`src/rtl/cpu_defs.sv`:
```
// Definitions shared between the multicycle control unit and the divider.
package cpu_defs;

    localparam int unsigned DIV_WIDTH = 32;
    localparam int unsigned DIV_CNT_W = 6;

    typedef enum logic [1:0] {
        IDLE = 2'b00,
        DIV  = 2'b01,
        FIN  = 2'b10
    } div_state_e;

    // DivOp encodings driven by the control unit
    localparam logic DIVOP_NONE  = 1'b0;
    localparam logic DIVOP_START = 1'b1;

    // Exception mux selects in the control unit
    localparam logic [1:0] EXC_SEL_NONE     = 2'b00;
    localparam logic [1:0] EXC_SEL_OVF      = 2'b01;
    localparam logic [1:0] EXC_SEL_DIV_ZERO = 2'b10;

endpackage

```
`src/rtl/div_step.sv`:
```
// One restoring division iteration on unsigned magnitudes.
module div_step
    import cpu_defs::*;
#(
    parameter int unsigned WIDTH = DIV_WIDTH
) (
    input  logic [WIDTH-1:0] r,
    input  logic [WIDTH-1:0] q,
    input  logic [WIDTH-1:0] d,
    output logic [WIDTH-1:0] r_next,
    output logic [WIDTH-1:0] q_next
);

    logic [WIDTH:0] shifted;
    logic           ge;

    // Shift {R,Q} left and conditionally subtract the divisor
    always_comb begin
        shifted = {r, q[WIDTH-1]};
        ge      = (shifted >= {1'b0, d});
        r_next  = ge ? WIDTH'(shifted - {1'b0, d}) : shifted[WIDTH-1:0];
        q_next  = {q[WIDTH-2:0], ge};
    end

endmodule

```
`src/rtl/div_unit.sv`:
```
// Sequential signed divider with MIPS DIV semantics: remainder to HI, quotient to LO.
module div_unit
    import cpu_defs::*;
#(
    parameter int unsigned WIDTH = DIV_WIDTH,
    parameter int unsigned CNT_W = DIV_CNT_W
) (
    input  logic             clk,
    input  logic             reset_in,
    input  logic             div_start,
    input  logic [WIDTH-1:0] dividend,
    input  logic [WIDTH-1:0] divisor,
    output logic [WIDTH-1:0] hi_out,
    output logic [WIDTH-1:0] lo_out,
    output logic             div_busy,
    output logic             div_end,
    output logic             div_zero
);

    div_state_e       state;
    logic [WIDTH-1:0] r_q;
    logic [WIDTH-1:0] q_q;
    logic [WIDTH-1:0] d_q;
    logic             sign_q;
    logic             sign_r;
    logic [CNT_W-1:0] cnt;

    logic [WIDTH-1:0] r_nx;
    logic [WIDTH-1:0] q_nx;

    div_step #(.WIDTH(WIDTH)) u_step (
        .r      (r_q),
        .q      (q_q),
        .d      (d_q),
        .r_next (r_nx),
        .q_next (q_nx)
    );

    always_ff @(posedge clk or negedge reset_in) begin
        if (!reset_in) begin
            state    <= IDLE;
            r_q      <= '0;
            q_q      <= '0;
            d_q      <= '0;
            sign_q   <= 1'b0;
            sign_r   <= 1'b0;
            cnt      <= '0;
            hi_out   <= '0;
            lo_out   <= '0;
            div_busy <= 1'b0;
            div_end  <= 1'b0;
            div_zero <= 1'b0;
        end else begin
            div_end  <= 1'b0;
            div_zero <= 1'b0;
            case (state)
                IDLE: begin
                    if (div_start) begin
                        if (divisor == '0) begin
                            // Zero divisor completes immediately, results untouched
                            div_end  <= 1'b1;
                            div_zero <= 1'b1;
                        end else begin
                            q_q      <= dividend[WIDTH-1] ? -dividend : dividend;
                            d_q      <= divisor[WIDTH-1] ? -divisor : divisor;
                            r_q      <= '0;
                            sign_q   <= dividend[WIDTH-1] ^ divisor[WIDTH-1];
                            sign_r   <= dividend[WIDTH-1];
                            cnt      <= CNT_W'(WIDTH);
                            div_busy <= 1'b1;
                            state    <= DIV;
                        end
                    end
                end
                DIV: begin
                    r_q <= r_nx;
                    q_q <= q_nx;
                    cnt <= cnt - CNT_W'(1);
                    if (cnt == CNT_W'(1)) begin
                        state <= FIN;
                    end
                end
                FIN: begin
                    // Restore signs: quotient by operand XOR, remainder follows dividend
                    lo_out   <= sign_q ? -q_q : q_q;
                    hi_out   <= sign_r ? -r_q : r_q;
                    div_end  <= 1'b1;
                    div_busy <= 1'b0;
                    state    <= IDLE;
                end
                default: begin
                    state <= IDLE;
                end
            endcase
        end
    end

endmodule

```
`config.mk`:
```
export PLATFORM = sky130hd
export DESIGN_NAME = div_unit
export DESIGN_NICKNAME = d
export VERILOG_FILES = /design/src/rtl/cpu_defs.sv /design/src/rtl/div_step.sv /design/src/rtl/div_unit.sv
export SDC_FILE = /design/constraint.sdc
export NUM_CORES = 1
export LEC_CHECK = 0
export BUFFER_PORTS_ARGS = -buffer_cell sky130_fd_sc_hd__buf_2
export CAP_MARGIN = 20
export CORE_MARGIN = 2
export CORE_UTILIZATION = 60
export CTS_BUF_LIST = sky130_fd_sc_hd__clkbuf_2 sky130_fd_sc_hd__clkbuf_4 sky130_fd_sc_hd__clkbuf_8
export CTS_CLUSTER_SIZE = 14
export DETAILED_ROUTE_END_ITERATION = 8
export PLACE_DENSITY = 0.84
export RECOVER_POWER = 50
export SYNTH_ARGS = -nofsm -noshare
export SYNTH_HDL_FRONTEND = slang
export SYNTH_HIERARCHICAL = 1
export SYNTH_SLANG_ARGS = --single-unit
```
`constraint.sdc`:
```
create_clock -name clk -period 4.3 [get_ports clk]
set_input_delay 0.86 -clock clk [delete_from_list [all_inputs] [get_ports clk]]
set_output_delay 0.86 -clock clk [all_outputs]
set_load 0.02 [all_outputs]
```
Word level (Yosys, flattened, before mapping) --
Index checks and enable logic that the tools add are counted.
Word-level totals: flip-flop bits (word level) 173, output and inout port bits 67, logic and storage cells 60
Operators by class: add/subtract/negate cells 6, magnitude comparators 1, eq/ne operators 6, muxes and demuxes 25, bitwise logic cells 2, reduce and logical (&&, ||, !) cells 8
Operator list (count):
- 32-bit 2-to-1 mux | 9
- 32-bit negation | 4
- 32-bit one-hot mux with 2 select lines | 2
- 33-bit by 32-bit >= comparator with 1-bit output | 1
- 32-bit logical NOT | 1
- 32-bit subtractor | 1
- 6-bit 2-to-1 mux | 2
- 6-bit one-hot mux with 2 select lines | 1
- 3-bit AND reduction | 4
- 6-bit by 1-bit == test with 1-bit output, second input constant | 1
- 2-bit 2-to-1 mux | 3
- 2-bit != test, second input constant | 3
- 6-bit by 1-bit subtractor with 6-bit output, second input constant | 1
- 1-bit 2-to-1 mux | 5
- 1-bit one-hot mux with 2 select lines | 2
- 2-bit one-hot mux with 2 select lines | 1
- 2-bit nonzero test | 2
- 2-bit by 1-bit == test with 1-bit output, second input constant | 1
- 2-bit == test, second input constant | 1
- 2-bit logical NOT | 1
- 1-bit NOT | 1
- 1-bit bitwise XOR | 1

Depth between registers and ports, before layout --
Gate-level depths: netlist (run 1).
word-level depth 5, depth in mapped cells 15, depth with buffers taken out 13

Cells and area by module --
The synthesis (run 1) kept the hierarchy.
Modules (own cells, without submodules):
- div_unit | instances 1, cells each 1004, area each 9461.6 µm²
- div_step | instances 1, cells each 371, area each 2722.6 µm²

Least setup slack after synthesis (run 1) --
No wires, ideal clock.
kind input to register, from input divisor[0], to register d_q[30], setup time 0.141 ns, data arrival time 2.903 ns, data required time 4.159 ns, path slack 1.256 ns, cell stages on the path 8, buffers on the path 1, path through inv_1 ha_1 or4b_1 or4_1 buf_2 or4_4 mux2i_1 o221ai_1
On the way: cells in the longest elaborated chain, start to end 3, elaborated cells on any way between the ends 5
Ends and longest elaborated chain:
- start, declared | RTL line div_unit.sv:12 | input logic [WIDTH-1:0] divisor,
- branches (longest 3 deep; another with 32-bit negation)
- end signal, assigned | RTL line div_unit.sv:65 | d_q <= divisor[WIDTH-1] ? -divisor : divisor;
- end, declared | RTL line div_unit.sv:23 | logic [WIDTH-1:0] d_q;
Several ways; the timed one is not identified. A chain may end at the register's enable or synchronous reset.

Final worst setup path (run 1) --
from register r_q[24], to register r_q[6]
On the way: cells in the longest elaborated chain, start to end 3
Ends and longest elaborated chain:
- start, declared | RTL line div_unit.sv:21 | logic [WIDTH-1:0] r_q;
- start signal, assigned | RTL line div_unit.sv:76 | r_q <= r_nx;
- 33-bit by 32-bit >= comparator with 1-bit output | RTL line div_step.sv:20 | ge = (shifted >= {1'b0, d});
- 32-bit 2-to-1 mux | RTL line div_step.sv:21 | r_next = ge ? WIDTH'(shifted - {1'b0, d}) : shifted[WIDTH-1:0];
- net r_nx[6] | RTL line div_unit.sv:28 | logic [WIDTH-1:0] r_nx;
- 32-bit one-hot mux with 2 select lines | RTL line div_unit.sv:56 | case (state)
The timed path passes the listed nets, and every way through them passes these cells.

==> results of run 1 <==
## final cells by class
type                    instances  share of cell area, %
clock buffers                  17                   1.79
clock inverters                14                   1.32
inverters                      62                   1.78
multi-input cells            1030                   53.7
flip-flops and latches        173                   33.0
well taps                     270                   2.58
repair buffers                147                   5.79
## critical path: cells and delay by family (launching register included)
kind / cells / cell delay [ns]
simple gates: 5 / 0.73
fa+ha+maj: 1 / 0.43
buf+inv: 1 / 0.34
flops: 1 / 0.48
mux: 1 / 0.38
compound gates: 3 / 1.14
## layer usage
metal	part of all wire, %	GRT usage, %
met1	48	43.9
met2	43	40.1
met3	8.6	5.41
met4	1.1	6.02
met5	0	0
## state kept, by name, indices dropped and copies added (netlist names), 2 cells and up
signal and flops:
cnt 6, q_q 32, d_q 32, r_q 32, hi_out 32, state 2
lo_out 32
## where the power goes
group          leakage, nW  internal [W]  switching [W]  total, W
logic                 3.21     0.0000747       0.000125  0.000200
clock network        0.205      0.000537       0.000660   0.00120
registers             2.12       0.00163              0   0.00163
total                 5.53       0.00224       0.000785   0.00302
## worst max path at each step
stage               cells past startpoint  startpoint         end
floorplan                               8  divisor[0]     d_q[30]
global placement                        8  divisor[0]      sign_r
detailed placement                      8  divisor[0]      sign_r
CTS                                    11     r_q[24]      r_q[6]
global route                            2    reset_in  lo_out[28]
finish                                 11     r_q[24]      r_q[6]
## metrics by stage
stage	power (W)	cell area, µm²
3_5_place_dp	0.00186	12700
4_1_cts	0.00304	13100
5_1_grt	0.00314	13100
3_3_place_gp	0.00185	12700
2_1_floorplan	0.00175	12200
6_report	0.00302	13100
## logic make-up after synthesis
| group | synth area share, % |
|---|---|
| buf+inv | 6.82 |
| simple gates | 16.5 |
| flops | 35.5 |
| xor+xnor | 10.4 |
| fa+ha+maj | 4.07 |
| mux | 6.01 |
| compound gates | 20.7 |
## Yosys cell counts, drive strengths merged, types with 7 or more instances
cell type / instances
nand2: 184
dfrtp: 173
o21ai: 161
xnor2: 72
xor2: 72
inv: 62
clkbuf: 61
mux2: 53
nor2: 51
buf: 49
o31ai: 49
ha: 38
o41ai: 34
a21oi: 31
or3: 27
nor3: 22
nor4: 19
or4: 18
a211oi: 17
nand3: 17
a221o: 16
and2: 14
o211ai: 14
nor2b: 12
a21o: 10
nand2b: 10
nand4: 9
o21a: 7
or2: 7
==> out/qor.csv, run 1 <==
metric;value;unit
status;complete, but fails checks;
violated checks;max-capacitance violations, max-slew violations;
Clk Latency, worst-skew pair;0.48;ns
Crit path largest cell delay;0.88;ns
clock skew;0.0203;ns
LEAKAGE;5.53;nW
post-route ant nets;0;
Cell variety after synth;76;
H-tree levels;4;
multi-input combinational cell area;7040;µm²
clk slew on worst S/H paths;0.10;ns
data required time of the worst path;4.64;ns
pin count of the biggest net entering global routing;132;
worst r2r src;r_q[24];
I/O Buffers;133;
Post-Syn Area;12200;µm²
die height;147;µm
Ant. Diodes;0;
fmax;0.274;GHz
GPL Wtd Cong;0.942;
Iteration-0 DRC Markers;999;
Die X;147;µm
total grt overflow;0;
Most used DFF post-synth;dfrtp_1;
DP HPWL;22.6;mm
Clock Tree Root;clkbuf_8;
Wirelength per Cell;17.4;µm
Synth Instances;1375;
ys async rst share;100;%
Fin. Hold Viols;0;
Tcrit/Tclk final;84.8;%
largest fanout on the critical path;23;
gr usage total;28.0;%
Hold Path Depth;2;
drt first pass iters;9;
Std-Cell Rows;52;
register area;4330;µm²
cell taking the most area after synthesis;dfrtp_1;
non-filler cells, final;1713;
Worst setup SP type;register;
syn nets;1481;
max_cap viols;2;
Seq/Total Area, Yosys;35.5;%
Crit-path slowest cell;a21boi_0;
CTS tree;built;
worst slew pin tran;2.58;ns
post-CTS sizing;0;
most frequent cells in the layout;nand2_1, dfrtp_1, o21ai_0;
number of enable flip-flop cells after synthesis;0;
flops & latches, synth;173;
DR vias/cell;6.14;
post-CTS setup buffers;0;
Worst VDD drop;0.000159;V
WHS Endpoint;hi_out[2];
first-pass GRT wire length;48.9;mm
Slew HR;-72.0;%
Ports;134;
CTS Hold Bufs;0;
RSZ-0062 raised after global routing;no;
final wirelength;29.9;mm
cts bufs inserted;17;
WP data arrival;3.98;ns
Power Dens Cells;231;nW/µm²
Slew Viols, Final;167;
Syn. warnings;6;
Final TNS setup;0;ns
total die area;21500;µm²
dominant cells by area after synthesis;dfrtp_1, o21ai_0, nand2_1;
most common cell after layout, fill and taps aside;nand2_1;
Yosys top cell area share;35.5;%
Filler cells;1637;
R2R cell count;11;
DR vias;10514;
Finish-stage setup viols;0;
clk buf depth;2;
Mapped Avg Cell Area;8.86;µm²
Remaining DRCs;0;
crit-path cells;ha_1 > and3_1 > nand4_1 > nor2_1 > a31oi_1 > a21boi_0 > or2_1 > buf_4 > mux2_2 > nand2_1 > o21ai_0;
flop-to-flop setup slack;0.65;ns
share of cells above drive strength 1;16.1;%
Crit Reg-Reg Endpoint;r_q[6];
CTS Sinks;173;
Post-Route Utilization;65.2;%
vias in the first global route;9516;
Final Critical Period;3.65;ns
Area Growth Syn to Fin;7.53;%
# nets final;1537;
Hold Path Class;register to register;
critical path class;register to register;
Worst Min Path Start;hi_out[2];
Worst Setup End Kind;register;
antenna violations before repair;0;
DP Worst Slack;0.601;ns
final hold slack;0.480;ns
Placed Instances;1681;
setup ws final;0.654;ns
Starting Density;60.6;%
Core Region;20100;µm²
No activity file was read; power rests on OpenSTA's default activity.
==> run 2: changes to the inputs <==
--- a/config.mk
+++ b/config.mk
@@ -8,11 +8,11 @@
 export BUFFER_PORTS_ARGS = -buffer_cell sky130_fd_sc_hd__buf_2
 export CAP_MARGIN = 20
 export CORE_MARGIN = 2
-export CORE_UTILIZATION = 60
+export CORE_UTILIZATION = 56
 export CTS_BUF_LIST = sky130_fd_sc_hd__clkbuf_2 sky130_fd_sc_hd__clkbuf_4 sky130_fd_sc_hd__clkbuf_8
 export CTS_CLUSTER_SIZE = 14
 export DETAILED_ROUTE_END_ITERATION = 8
-export PLACE_DENSITY = 0.84
+export PLACE_DENSITY = 0.83
 export RECOVER_POWER = 50
 export SYNTH_ARGS = -nofsm -noshare
 export SYNTH_HDL_FRONTEND = slang
==> constraint.sdc (replaced) <==
create_clock -name clk -period 3.3 [get_ports clk]
set_input_delay 0.66 -clock clk [delete_from_list [all_inputs] [get_ports clk]]
set_output_delay 0.66 -clock clk [all_outputs]
set_load 0.02 [all_outputs]
==> out/qor.csv, run 2 (synthesis gave the netlist of run 1 again) <==
metric;value;unit
RSZ-0062 raised after global routing;no;
Worst VDD drop;0.000268;V
Wirelength per Cell;17.3;µm
violated checks;max-capacitance violations, max-slew violations;
Slew HR;-49.7;%
met2 WL;12.5;mm
Final TNS setup;0;ns
total die area;23000;µm²
Clock Tree Root;clkbuf_8;
LEAKAGE;5.63;nW
Fin. Hold Viols;0;
clk buf depth;2;
max_cap viols;2;
DR vias;10516;
Power Dens Cells;295;nW/µm²
Worst Min Path Start;hi_out[28];
wl on met1;14.4;mm
Final Critical Period;3.14;ns
Filler cells;1826;
worst r2r src;r_q[9];
final wirelength;30.2;mm
Slew Viols, Final;115;
# nets final;1564;
R2R cell count;12;
gr usage total;26.8;%
fmax;0.319;GHz
status;complete, but fails checks;
clk slew on worst S/H paths;0.11;ns
Crit-path slowest cell;dfrtp_1;
most frequent cells in the layout;nand2_1, dfrtp_1, o21ai_0;
antenna violations before repair;2;
Area Growth Syn to Fin;9.61;%
Crit Reg-Reg Endpoint;r_q[4];
Worst Setup End Kind;register;
first-pass GRT wire length;49.0;mm
share of cells above drive strength 1;17.1;%
WHS Endpoint;hi_out[28];
Std-Cell Rows;53;
Iteration-0 DRC Markers;946;
Finish-stage setup viols;0;
Crit path largest cell delay;0.47;ns
worst slew pin tran;2.25;ns
Remaining DRCs;0;
pin count of the biggest net entering global routing;82;
routed wl met3;2.79;mm
most common cell after layout, fill and taps aside;nand2_1;
Hold Path Class;register to register;
DP Worst Slack;0.152;ns
Core Region;21200;µm²
H-tree levels;4;
WP data arrival;3.48;ns
crit-path cells;ha_1 > and3_1 > nor2b_4 > a22o_1 > a211oi_2 > a211oi_2 > nor3_4 > or2_1 > buf_4 > mux2_2 > nand2_1 > o31ai_1;
Ports;134;
CTS tree;built;
flop-to-flop setup slack;0.16;ns
die height;152;µm
Tcrit/Tclk final;95.0;%
CTS Sinks;173;
clock skew;0.0157;ns
I/O Buffers;133;
Starting Density;57.4;%
Hold Path Depth;2;
setup ws final;0.164;ns
highest routing layer actually used;met4;
DP HPWL;22.6;mm
post-route ant nets;0;
drt first pass iters;7;
Clk Latency, worst-skew pair;0.49;ns
largest fanout on the critical path;14;
GPL Wtd Cong;0.946;
Worst setup SP type;register;
data required time of the worst path;3.64;ns
cts bufs inserted;17;
total grt overflow;0;
Pwr Total;0.00394;W
most frequent CP cell;a211oi_2;
DR vias/cell;6.02;
vias in the first global route;9487;
CTS Hold Bufs;0;
Area after DPL;13000;µm²
Die X;152;µm
final instance area;13400;µm²
critical path class;register to register;
[run 2: what timing repair did]
item,CTS,global route
buffers inserted,0,0
resized for setup,0,2
setup endpoints to repair,0,4
[run 2: layout make-up]
cell class	instances	area [µm²]	share of cell area, %
diodes	2	5.00	0.0375
multi-input cells	1030	7040	52.7
inverters	62	233	1.74
repair buffers	174	972	7.28
clock inverters	15	193	1.44
clock buffers	17	234	1.75
well taps	275	344	2.58
flip-flops and latches	173	4330	32.4
[run 2: routing by layer]
layer	vias up	GRT usage, %
li1	5093	-
met1	4943	41.9
met2	443	37.5
met3	37	5.36
met4	0	7.64
met5	-	0
[run 2: through the flow]
stage | hold WS (ns) | std cells | utilization [%]
2_1_floorplan | 0.364 | 1375 | -
3_3_place_gp | 0.457 | 1714 | 61.2
3_5_place_dp | 0.460 | 1714 | 61.2
4_1_cts | 0.189 | 1746 | 63.2
5_1_grt | 0.507 | 1747 | 62.9
6_report | 0.484 | 1748 | 62.9
[run 2: worst max-delay path by stage]
stage	from	end	cells after the start
floorplan	r_q[11]	q_q[0]	13
global placement	divisor[0]	d_q[28]	9
detailed placement	divisor[0]	d_q[28]	9
CTS	r_q[9]	r_q[4]	12
global route	r_q[9]	r_q[4]	12
finish	r_q[9]	r_q[4]	12
[run 2: critical path: cells and delay by family, from the launching register on]
family	cells	cell delay (ns)
multiplexers	1	0.36
flip-flops	1	0.47
AO/OA/AOI/OAI	4	0.69
buffers and inverters	1	0.25
adder cells (fa/ha/maj)	1	0.39
AND/OR/NAND/NOR	5	0.83
[run 2: power breakdown]
group          switching (W)  internal [W]
registers                  0       0.00212
logic               0.000163     0.0000977
clock network       0.000913      0.000652
total                0.00108       0.00287
==> run 3: changes to the inputs <==
--- a/config.mk
+++ b/config.mk
@@ -7,12 +7,14 @@
 export LEC_CHECK = 0
 export BUFFER_PORTS_ARGS = -buffer_cell sky130_fd_sc_hd__buf_2
 export CAP_MARGIN = 20
+export CELL_PAD_IN_SITES_DETAIL_PLACEMENT = 1
+export CELL_PAD_IN_SITES_GLOBAL_PLACEMENT = 2
 export CORE_MARGIN = 2
-export CORE_UTILIZATION = 56
-export CTS_BUF_LIST = sky130_fd_sc_hd__clkbuf_2 sky130_fd_sc_hd__clkbuf_4 sky130_fd_sc_hd__clkbuf_8
+export CORE_UTILIZATION = 33
+export CTS_BUF_LIST = sky130_fd_sc_hd__clkbuf_16
 export CTS_CLUSTER_SIZE = 14
 export DETAILED_ROUTE_END_ITERATION = 8
-export PLACE_DENSITY = 0.83
+export PLACE_DENSITY = 0.8
 export RECOVER_POWER = 50
 export SYNTH_ARGS = -nofsm -noshare
 export SYNTH_HDL_FRONTEND = slang
==> constraint.sdc (replaced) <==
create_clock -name clk -period 3.3 [get_ports clk]
set_input_delay 0.66 -clock clk [delete_from_list [all_inputs] [get_ports clk]]
set_output_delay 0.66 -clock clk [all_outputs]
set_load 0.01 [all_outputs]
==> out/qor.csv, run 3 (synthesis gave the netlist of run 1 again) <==
metric;value;unit
CTS tree;built;
Core Region;36500;µm²
Slew HR;-11.3;%
Remaining DRCs;0;
Area Growth Syn to Fin;14.4;%
GPL Wtd Cong;0.903;
total die area;38500;µm²
Worst VDD drop;0.000310;V
final wirelength;37.6;mm
Tcrit/Tclk final;93.4;%
max_cap viols;2;
pin count of the biggest net entering global routing;68;
data required time of the worst path;3.61;ns
Filler cells;4296;
I/O Buffers;133;
RSZ-0062 raised after global routing;no;
Hold Path Class;register to register;
most common cell after layout, fill and taps aside;nand2_1;
DR vias;10531;
Area after DPL;13400;µm²
Clk Latency, worst-skew pair;0.44;ns
DR vias/cell;5.37;
status;complete, but fails checks;
H-tree levels;4;
Worst Setup End Kind;register;
WP data arrival;3.39;ns
total grt overflow;0;
first-pass GRT wire length;60.1;mm
Starting Density;33.4;%
die height;196;µm
gr usage total;19.6;%
Finish-stage setup viols;0;
DP HPWL;28.7;mm
final instance area;13900;µm²
Clock Tree Root;clkbuf_16;
Worst setup SP type;register;
CTS Sinks;173;
Power Dens Cells;323;nW/µm²
net switching power;0.00114;W
CP top delay family;compound AO/OA/AOI/OAI gates;
Die X;196;µm
Int Pwr;0.00337;W
critical path class;register to register;
CTS Hold Bufs;0;
crit-path cells;inv_1 > ha_1 > a21oi_2 > and2_1 > or3b_1 > a211oi_1 > buf_4 > o31a_1 > o21ai_0 > a211oi_1 > o31ai_1 > nand2_1 > o21ai_0;
# nets final;1584;
Reg power frac;47.1;%
largest fanout on the critical path;6;
LEAKAGE;5.79;nW
fmax;0.324;GHz
Final TNS setup;0;ns
worst slew pin tran;1.67;ns
drt first pass iters;5;
clk buf depth;2;
post-route ant nets;0;
Final Critical Period;3.08;ns
Crit path largest cell delay;0.38;ns
clk slew on worst S/H paths;0.07;ns
Fin. Hold Viols;0;
Switching Fraction;25.2;%
vias in the first global route;10582;
Ports;134;
cts bufs inserted;17;
Wirelength per Cell;19.2;µm
antenna violations before repair;3;
most frequent cells in the layout;nand2_1, dfrtp_1, o21ai_0;
crit path buf inv count;2;
violated checks;max-capacitance violations, max-slew violations;
Std-Cell Rows;70;
Slew Viols, Final;107;
share of cells above drive strength 1;17.9;%
Iteration-0 DRC Markers;662;
Crit-path slowest cell;ha_1;
clock skew;0.0132;ns
clock group share of total power;46.9;%
Comb power frac;6.0;%
-- run 3: cell count changes in the layout (fill, tap and decap cells not counted), sizes merged --
| cell | delta |
|---|---|
| buf | +14 |
| bufinv | +1 |
| diode | -1 |
| clkbuf | +6 |
| inv | +1 |
| clkinv | -2 |
-- run 3: cell type report --
class	count	area (µm²)	area share, %
repair buffers	194	1140	8.18
flip-flops and latches	173	4330	31.1
inverters	62	233	1.67
well taps	468	586	4.20
clock inverters	15	179	1.28
clock buffers	17	425	3.05
multi-input cells	1030	7050	50.5
diodes	1	2.50	0.0180
-- run 3: layer usage --
metal  global-route usage, %  vias up  routed length (µm)
met2                    27.9      226               15400
met4                    4.69        4                 428
met3                    3.01       29                1660
met5                       0        -                  14
li1                        -     5108                   -
met1                    30.7     5164               20100
-- run 3: through the flow --
step                std cells  util [%]  hold slack [ns]  power (W)  setup slack [ns]
floorplan                1375         -            0.364    0.00227             0.336
global placement         1927      36.6            0.459    0.00243            0.0451
detailed placement       1927      36.6            0.466    0.00244            0.0797
CTS                      1959      38.3            0.194    0.00457             0.136
global route             1960      38.2            0.512    0.00467            0.0266
finish                   1960      38.2            0.481    0.00450             0.217
-- run 3: worst min-delay path, stage by stage (launching register included) --
cell     delay (ns)
dfrtp_1        0.34
nand2_1        0.05
o21ai_0        0.06
-- run 3: final timing paths --
path	cells past startpoint	slack [ns]	end	startpoint
worst min-delay path	2	0.48	lo_out[8]	lo_out[8]
max in group asynchronous	2	1.15	r_q[18]	reset_in
worst min register to register	2	0.48	lo_out[8]	lo_out[8]
worst max-delay path	13	0.22	r_q[31]	d_q[14]
worst max register to register	13	0.22	r_q[31]	d_q[14]
min in group asynchronous	1	0.62	d_q[10]	reset_in
-- run 3: power by group through the flow --
stage	Combinational [W]	Sequential, W	Clock, W
2_1_floorplan	0.000113	0.00216	0
3_3_place_gp	0.000271	0.00216	0
3_5_place_dp	0.000275	0.00216	0
4_1_cts	0.000276	0.00212	0.00218
5_1_grt	0.000300	0.00212	0.00225
6_report	0.000270	0.00212	0.00211
-- run 3: what timing repair did --
item | CTS | global route
setup endpoints to repair | 0 | 4
endpoints found under the hold margin | 0 | 0
buffers inserted | 0 | 0
resized for setup | 0 | 3
